<file path="config.mk">
export PLATFORM = sky130hd
export DESIGN_NAME = dp_sink
export DESIGN_NICKNAME = d
export VERILOG_FILES = /design/src/rtl/dp_pkg.sv /design/src/rtl/dp_sink_fifo.sv /design/src/rtl/dp_sink.sv
export SDC_FILE = /design/constraint.sdc
export NUM_CORES = 1
export LEC_CHECK = 0
export ABC_CLOCK_PERIOD_IN_PS = 3600
export CAP_MARGIN = 0
export CORE_ASPECT_RATIO = 1.5
export CORE_MARGIN = 2
export CORE_UTILIZATION = 34
export CTS_CLUSTER_DIAMETER = 150
export DETAILED_ROUTE_END_ITERATION = 8
export PLACE_DENSITY_LB_ADDON = 0.05
export SLEW_MARGIN = 5
export SYNTH_ARGS = -nofsm -noshare
export SYNTH_HDL_FRONTEND = slang
export SYNTH_SLANG_ARGS = --single-unit
</file>
<file path="constraint.sdc">
create_clock -name clk -period 3.6 [get_ports clk]
set_input_delay 0.9 -clock clk [delete_from_list [all_inputs] [get_ports clk]]
set_output_delay 0.9 -clock clk [all_outputs]
set_load 0.005 [all_outputs]
</file>
<file path="src/rtl/dp_pkg.sv">
// Shared types and opcode constants for the DP source/sink link.
package dp_pkg;

  localparam logic [3:0] CTL_PASS_A = 4'd0;
  localparam logic [3:0] CTL_PASS_B = 4'd1;
  localparam logic [3:0] CTL_AND    = 4'd2;
  localparam logic [3:0] CTL_OR     = 4'd3;
  localparam logic [3:0] CTL_ADD    = 4'd4;
  localparam logic [3:0] CTL_SUB    = 4'd5;
  localparam logic [3:0] CTL_SUB_C  = 4'd6;
  localparam logic [3:0] CTL_INC    = 4'd7;
  localparam logic [3:0] CTL_DEC    = 4'd8;
  localparam logic [3:0] CTL_XOR    = 4'd9;
  localparam logic [3:0] CTL_NOT_A  = 4'd10;
  localparam logic [3:0] CTL_SHL    = 4'd11;
  localparam logic [3:0] CTL_SHR    = 4'd12;
  localparam logic [3:0] CTL_ROT_C  = 4'd13;
  localparam logic [3:0] CTL_MAX    = CTL_ROT_C;

  typedef enum logic [1:0] {
    IDLE,
    DRAIN,
    ACTIVE
  } dp_state_e;

  typedef struct packed {
    logic       carry;
    logic [3:0] alu;
    logic       zero;
  } dp_word_t;

  function automatic logic ctl_legal(input logic [3:0] c);
    return (c <= CTL_MAX);
  endfunction

endpackage

</file>
<file path="src/rtl/dp_sink_fifo.sv">
// Small circular FIFO of captured result words; head is read straight from storage.
module dp_sink_fifo
  import dp_pkg::*;
#(
  parameter int DEPTH = 4
) (
  input  logic                     clk,
  input  logic                     reset,
  input  logic                     i_push,
  input  dp_word_t                 i_data,
  input  logic                     i_pop,
  output dp_word_t                 o_head,
  output logic                     o_full,
  output logic                     o_empty,
  output logic [$clog2(DEPTH):0]   o_level
);

  localparam int AW = $clog2(DEPTH);

  logic [AW-1:0] r_wr_ptr;
  logic [AW-1:0] r_rd_ptr;
  logic [AW:0]   r_level;
  dp_word_t      r_mem [DEPTH];

  logic w_full;
  logic w_empty;
  logic w_pop;
  logic w_push;

  assign w_full  = (r_level == (AW+1)'(DEPTH));
  assign w_empty = (r_level == '0);
  // A pop on empty is ignored; a push on full only lands if a pop frees the slot.
  assign w_pop   = i_pop & ~w_empty;
  assign w_push  = i_push & (~w_full | w_pop);

  always_ff @(posedge clk or posedge reset) begin
    if (reset) begin
      r_wr_ptr <= '0;
      r_rd_ptr <= '0;
      r_level  <= '0;
      for (int i = 0; i < DEPTH; i++) r_mem[i] <= '0;
    end else begin
      if (w_push) begin
        r_mem[r_wr_ptr] <= i_data;
        r_wr_ptr        <= r_wr_ptr + 1'b1;
      end
      if (w_pop) r_rd_ptr <= r_rd_ptr + 1'b1;
      case ({w_push, w_pop})
        2'b10:   r_level <= r_level + 1'b1;
        2'b01:   r_level <= r_level - 1'b1;
        default: r_level <= r_level;
      endcase
    end
  end

  assign o_head  = r_mem[r_rd_ptr];
  assign o_full  = w_full;
  assign o_empty = w_empty;
  assign o_level = r_level;

endmodule

</file>
<file path="src/rtl/dp_sink.sv">
// DP link sink: opcode issue FSM with drain window, valid/zero decode, capture FIFO and fault flags.
module dp_sink
  import dp_pkg::*;
#(
  parameter int DEPTH        = 4,
  parameter int DRAIN_CYCLES = 2
) (
  input  logic                   clk,
  input  logic                   reset,
  input  logic                   cmd_valid,
  input  logic [3:0]             cmd_ctl,
  output logic                   cmd_ready,
  output logic [3:0]             ctl,
  input  logic                   rx_valid,
  input  logic [3:0]             rx_alu,
  input  logic                   rx_carry,
  input  logic                   rx_zero,
  output logic                   m_valid,
  input  logic                   m_ready,
  output logic [3:0]             m_alu,
  output logic                   m_carry,
  output logic                   m_zero,
  output logic [$clog2(DEPTH):0] fifo_level,
  output logic                   ovf,
  output logic                   illegal_ctl,
  output logic                   zero_err
);

  localparam int CW = (DRAIN_CYCLES > 1) ? $clog2(DRAIN_CYCLES) : 1;

  dp_state_e   r_state, w_state_nxt;
  logic [CW-1:0] r_cnt, w_cnt_nxt;
  logic [3:0]  r_ctl, w_ctl_nxt;
  logic        r_illegal, w_illegal_nxt;
  logic        r_ovf;
  logic        r_zero_err;

  logic        w_cmd_ready;
  logic        w_cmd_acc;
  logic        w_rx_fire;
  logic        w_push;
  logic        w_full;
  logic        w_empty;
  dp_word_t    w_word;
  dp_word_t    w_head;

  assign w_cmd_ready = (r_state != DRAIN);
  assign w_cmd_acc   = cmd_valid & w_cmd_ready;

  always_ff @(posedge clk or posedge reset) begin
    if (reset) begin
      r_state   <= IDLE;
      r_cnt     <= '0;
      r_ctl     <= CTL_PASS_A;
      r_illegal <= 1'b0;
    end else begin
      r_state   <= w_state_nxt;
      r_cnt     <= w_cnt_nxt;
      r_ctl     <= w_ctl_nxt;
      r_illegal <= w_illegal_nxt;
    end
  end

  always_comb begin
    w_state_nxt   = r_state;
    w_cnt_nxt     = r_cnt;
    w_ctl_nxt     = r_ctl;
    w_illegal_nxt = 1'b0;
    case (r_state)
      DRAIN: begin
        if (r_cnt == '0) w_state_nxt = ACTIVE;
        else             w_cnt_nxt   = r_cnt - 1'b1;
      end
      default: begin
        // Re-issuing the current opcode still drains the source pipeline.
        if (w_cmd_acc) begin
          if (ctl_legal(cmd_ctl)) begin
            w_ctl_nxt   = cmd_ctl;
            w_state_nxt = DRAIN;
            w_cnt_nxt   = CW'(DRAIN_CYCLES - 1);
          end else begin
            w_illegal_nxt = 1'b1;
          end
        end
      end
    endcase
  end

  // Source inverts valid in XOR mode; its zero flag means "non-zero", so store the inverse.
  assign w_rx_fire = rx_valid ^ (r_ctl == CTL_XOR);
  assign w_push    = (r_state == ACTIVE) & w_rx_fire;
  assign w_word    = '{carry: rx_carry, alu: rx_alu, zero: ~rx_zero};

  always_ff @(posedge clk or posedge reset) begin
    if (reset) begin
      r_ovf      <= 1'b0;
      r_zero_err <= 1'b0;
    end else begin
      if (w_push & w_full & ~m_ready)      r_ovf      <= 1'b1;
      if (w_push & (rx_zero != |rx_alu))   r_zero_err <= 1'b1;
    end
  end

  dp_sink_fifo #(
    .DEPTH (DEPTH)
  ) u_fifo (
    .clk     (clk),
    .reset   (reset),
    .i_push  (w_push),
    .i_data  (w_word),
    .i_pop   (m_ready),
    .o_head  (w_head),
    .o_full  (w_full),
    .o_empty (w_empty),
    .o_level (fifo_level)
  );

  assign cmd_ready   = w_cmd_ready;
  assign ctl         = r_ctl;
  assign m_valid     = ~w_empty;
  assign m_alu       = w_head.alu;
  assign m_carry     = w_head.carry;
  assign m_zero      = w_head.zero;
  assign ovf         = r_ovf;
  assign illegal_ctl = r_illegal;
  assign zero_err    = r_zero_err;

endmodule

</file>
# After elaboration in Yosys (flattened, before gate mapping)
# Cells that the tools add are included.
# totals
output_inout_bits,18
inputBits,15
word_cells,82
reg_bits,41
# classes
n_eq_ne,9
n_mux,18
reduce_logical,9
n_addsub,5
magnitude_cmp,4
n_bitwise,16
# ops
op,count
$bwmux 24,1
$mux 6,3
$bmux 6 s2,1
$demux 6 s2,1
$mux 2,4
$and 1x1->1,7
$mux 1,7
$ge 3x3->1 const B,2
$not 2->3,2
$pmux 3 s2,1
$reduce_and 3->1,2
$reduce_bool 2->1,3
$not 1->1,5
$add 2x1->2 const B,2
$eq 2x1->1 const B,2
$eq 2x2->1 const B,2
$eq 4x4->1 const B,1
$le 4x4->1 const B,1
$reduce_or 4->1,1
$add 3x1->3 const B,1
$eq 3x3->1 const B,1
$logic_not 3->1,1
$lt 3x1->1 const B,1
$sub 3x1->3 const B,1
other kinds (8),8

# Longest topological paths before layout
# logic_depth
ltp_word,7
ltp_mapped,10
ltp_nobuf,10

# Hierarchy
# From an unflattened synthesis, not the netlist that was laid out.
# hier_totals
cells_unflattened,136
hier_area_um2,1903.1
# modules_own_cells
mod,seq_area_each_um2,cells_per_inst,area_each_um2,n_inst
dp_sink_fifo,775.7,98,1460.2,1
dp_sink,250.2,38,442.9,1

# Worst setup path after synthesis
# No wires, ideal clock.
# synth_timing
path_kind,input-to-reg
startpoint,input port m_ready
endpoint,"register u_fifo.r_level[2], in the netlist u_fifo.o_level[2]"
setup_ns,0.079
cell_stages,9
required_ns,3.521
path_slack_ns,0.914
n_path_buf,0
t_arrival_ns,2.607
path_cell_list,or4b_4 and2_2 inv_1 ha_1 inv_1 fa_1 xor2_1 nor2_1 xor2_1
# synth_between
elab_chain_cells,5
elab_cells_between_ends,7
cone_classes,eq/ne (2); mux (1); bitwise (3); reduce/logical (1)
# synth_lines
item,line_no,text
from (decl),dp_sink.sv:19,"input logic m_ready,"
$and 1x1->1 (*),dp_sink_fifo.sv:33,assign w_pop = i_pop & ~w_empty;
$or 1x1->1,dp_sink_fifo.sv:34,assign w_push = i_push & (~w_full | w_pop);
$and 1x1->1,dp_sink_fifo.sv:34,
$eq 2x1->1 or $eq 2x2->1 (tied branches),dp_sink_fifo.sv:48,"case ({w_push, w_pop})"
$pmux 3 s2 or $reduce_bool 2->1 (tied branches),n/a,
to (signal assigned),dp_sink_fifo.sv:49,2'b10: r_level <= r_level + 1'b1;
to (signal assigned),dp_sink_fifo.sv:50,2'b01: r_level <= r_level - 1'b1;
to (signal assigned),dp_sink_fifo.sv:51,default: r_level <= r_level;
to (decl),dp_sink_fifo.sv:22,logic [AW:0] r_level;
# Mark *: on every way between the ends. The rest lies on a longest branch, timed or not.
# A chain may end at the register's enable or synchronous reset.

# Worst setup path after layout
# Same ends and word-level chain as after synthesis.

==> qor.yml <==
routing:
  drt_pre_antenna_iters: 3
  drt-initial-drc-count: 60
  drc_errors: 0
  viasPerCell: 4.83
  ant_nets: 0
  finalWirelength_um: 3810
  vias: 1178
  wl_per_cell_um: 15.6
grt:
  grt_usage: 0.132
  grt_max_degree: 42
  grt_pass1_wl_um: 6550
  antenna_found_initial: 0
  grt_pass1_vias: 1331
  grt_overflow: 0
worst_setup_path:
  start_kind: "primary input"
  cp.arrival_ns: 3.13
  path_cells: "clkdlybuf4s50_1 -> or4b_4 -> and2_2 -> inv_1 -> ha_1 -> inv_1 -> fa_1 -> xor2_1 -> nor2_1 -> xor2_1"
  worstSetupPathType: "primary input to flip-flop"
  r2r_end: "u_fifo.o_level[2]"
  cp_slowest_cell: "or4b_4"
  rr_startpoint: "u_fifo.o_level[0]"
  max_stage_delay_ns: 0.52
  critical-path-top-delay-family: "simple AND/OR/NAND/NOR gates"
  crit_required_ns: 3.82
  r2r_setup_slack_ns: 1.22
  endpoint_kind: "flip-flop"
  r2r_cells: 9
  path_buf_inv: 3
  critPathMaxFanout: 6
power:
  seqPwrFrac: 0.405
  pwr-share-clk: 0.187
  p_leak_uw: 0.00112
  internal_power_uw: 1480
  ir_worst_vdd_mv: 0.282
  powerDensity_mw_per_mm2: 837
  p_sw_frac: 0.288
  combPwrFrac: 0.408
  switching_power_uw: 598
cells_and_area:
  area_delta_synth_final_pct: 24.0
  final_nets: 192
  drive_gt1_frac: 0.244
  most-common-layout-cells: "dfrtp_1, clkdlybuf4s50_1, mux2_4"
  final_common_cell: "dfrtp_1"
  n_fill_cell: 550
  n_antenna_cell: 0
  fin_cells: 244
clock_network:
  insertion_delay_ns: 0.29
  cts_buffers: 5
  cts_num_sinks: 41
  cts-root-buf: "clkbuf_8"
  postCtsSetupBuffers: 0
  ctsHoldBuffers: 0
  h-tree-depth: 2
  cts_tree: "yes"
  post_cts_resize_count: 0
  cts_buffer_depth: 2
  clkTransAtPathRegs_ns: 0.08
timing:
  rsz0062_at_grt: "false"
  hold_viol: 0
  timing.final.crit_share: 0.807
  slew_violations: 0
  timing.slew.headroom: 0.645
  setup_viol: 0
  hold_slack_ns: 0.471
  finalClockSkew_ns: 0.00683
  tns_ns: 0
  tightest_slew_ns: 0.532
  clock.fmax_mhz: 344
  finalWorstPathRequiredPeriod_ns: 2.91
synth:
  yosysSeqAreaShare: 0.512
  syn-instance-count: 137
  ys_warn_count: 0
  synth_top_cell_by_area: "dfrtp_1"
  netlist.area_leader.share: 0.512
  ys_ff_latch: 41
  post_synth.cell_area_avg_um2: 14.6
  synthDistinctLibCells: 31
  syn-num-nets: 158
  synth_area_leaders: "dfrtp_1, mux2_4, mux4_2"
  syn-cell-area_mm2: 0.00200
worst_hold_path:
  hp-start: "ovf"
  holdPathStages: 1
  min_to: "ovf"
  holdCritPathClass: "flip-flop to flip-flop"
floorplan:
  die_w_um: 66.7
  core_mm2: 0.00574
  start_util: 0.349
  num_rows: 34
  die_area_mm2: 0.00653
  io_pins: 33
  die_h_um: 98.0
placed_design:
  placed_cells: 236
  dp_hpwl_um: 2720
  gp_congestion: 0.703
  port_buffers: 32
outcome:
  outcome: "finished clean"
job:
  drv_cap: 0
[Yosys cell counts, drive strengths merged]
cell and n:
o21ai 3, mux2 23, mux2i 6, nand2b 1
a21boi 1, nand3 1, or4b 1, fa 1
nand3b 1, clkbuf 1, mux4 6, inv 13
buf 5, o22a 2, xor2 3, nor4 1
a21o 2, or3b 1, dfrtp 41, xnor2 4
ha 5, nor2 2, nand2 4, or3 1
and4bb 1, and2 2, and3 5
[flip-flops by register name (all words and copies together) (netlist names)]
register         cells
u_fifo.r_rd_ptr      2
illegal_ctl          1
r_state              2
u_fifo.r_wr_ptr      2
ovf                  1
zero_err             1
u_fifo.o_level       3
u_fifo.r_mem        24
ctl                  4
r_cnt                1
[power by group through the flow]
| stage | sequential [µW] | combinational, µW | clock, µW |
|---|---|---|---|
| detailed placement | 853 | 860 | 0 |
| global placement | 846 | 836 | 0 |
| CTS | 847 | 867 | 394 |
| floorplan | 779 | 572 | 0 |
| finish | 843 | 848 | 389 |
| global route | 879 | 930 | 414 |
[layout make-up]
type                       instances  area [µm²]  share of cell area
multi-input combinational         77         876               0.352
inverter                          13        48.8              0.0196
sequential                        41        1030               0.413
clock inverter                     1        30.0              0.0121
timing repair buffer              33         328               0.132
tap                               72        90.1              0.0363
clock buffer                       7        86.3              0.0347
[cell families after synthesis]
logic type | synth area share
adders and majority gates | 0.0412
and+or+nand+nor | 0.0675
xor gates and xnor gates | 0.0306
buffers and inverters | 0.0506
muxes | 0.270
DFF | 0.512
AOI/OAI and AO/OA | 0.0275
[metrics by stage]
step	power [µW]	util	worst slack [ns]	cell area, µm²
detailed placement	1710	0.412	0.376	2370
floorplan	1350	-	0.914	2000
global placement	1680	0.412	0.413	2370
global route	2220	0.433	0.567	2480
CTS	2110	0.433	0.681	2480
finish	2080	0.433	0.694	2480
[how the worst max path moves through the flow]
stage,from,end,slack (ns),depth (start not counted)
final,m_ready,u_fifo.o_level[2],0.69,10
after detailed placement,m_ready,u_fifo.o_level[2],0.38,10
after global routing,rx_valid,u_fifo.o_level[1],0.57,9
after global placement,m_ready,u_fifo.o_level[2],0.41,10
after floorplan,m_ready,u_fifo.o_level[2],0.91,9
after CTS,m_ready,u_fifo.o_level[2],0.68,10
[per-layer routing]
| layer | global-route usage | vias up | wire [µm] |
|---|---|---|---|
| met3 | 0.0323 | 7 | 135 |
| met5 | 0 | - | 0 |
| met1 | 0.161 | 614 | 1610 |
| li1 | - | 537 | - |
| met2 | 0.221 | 20 | 1990 |
| met4 | 0.0518 | 0 | 73 |
No activity file was read; power rests on OpenSTA's default activity.
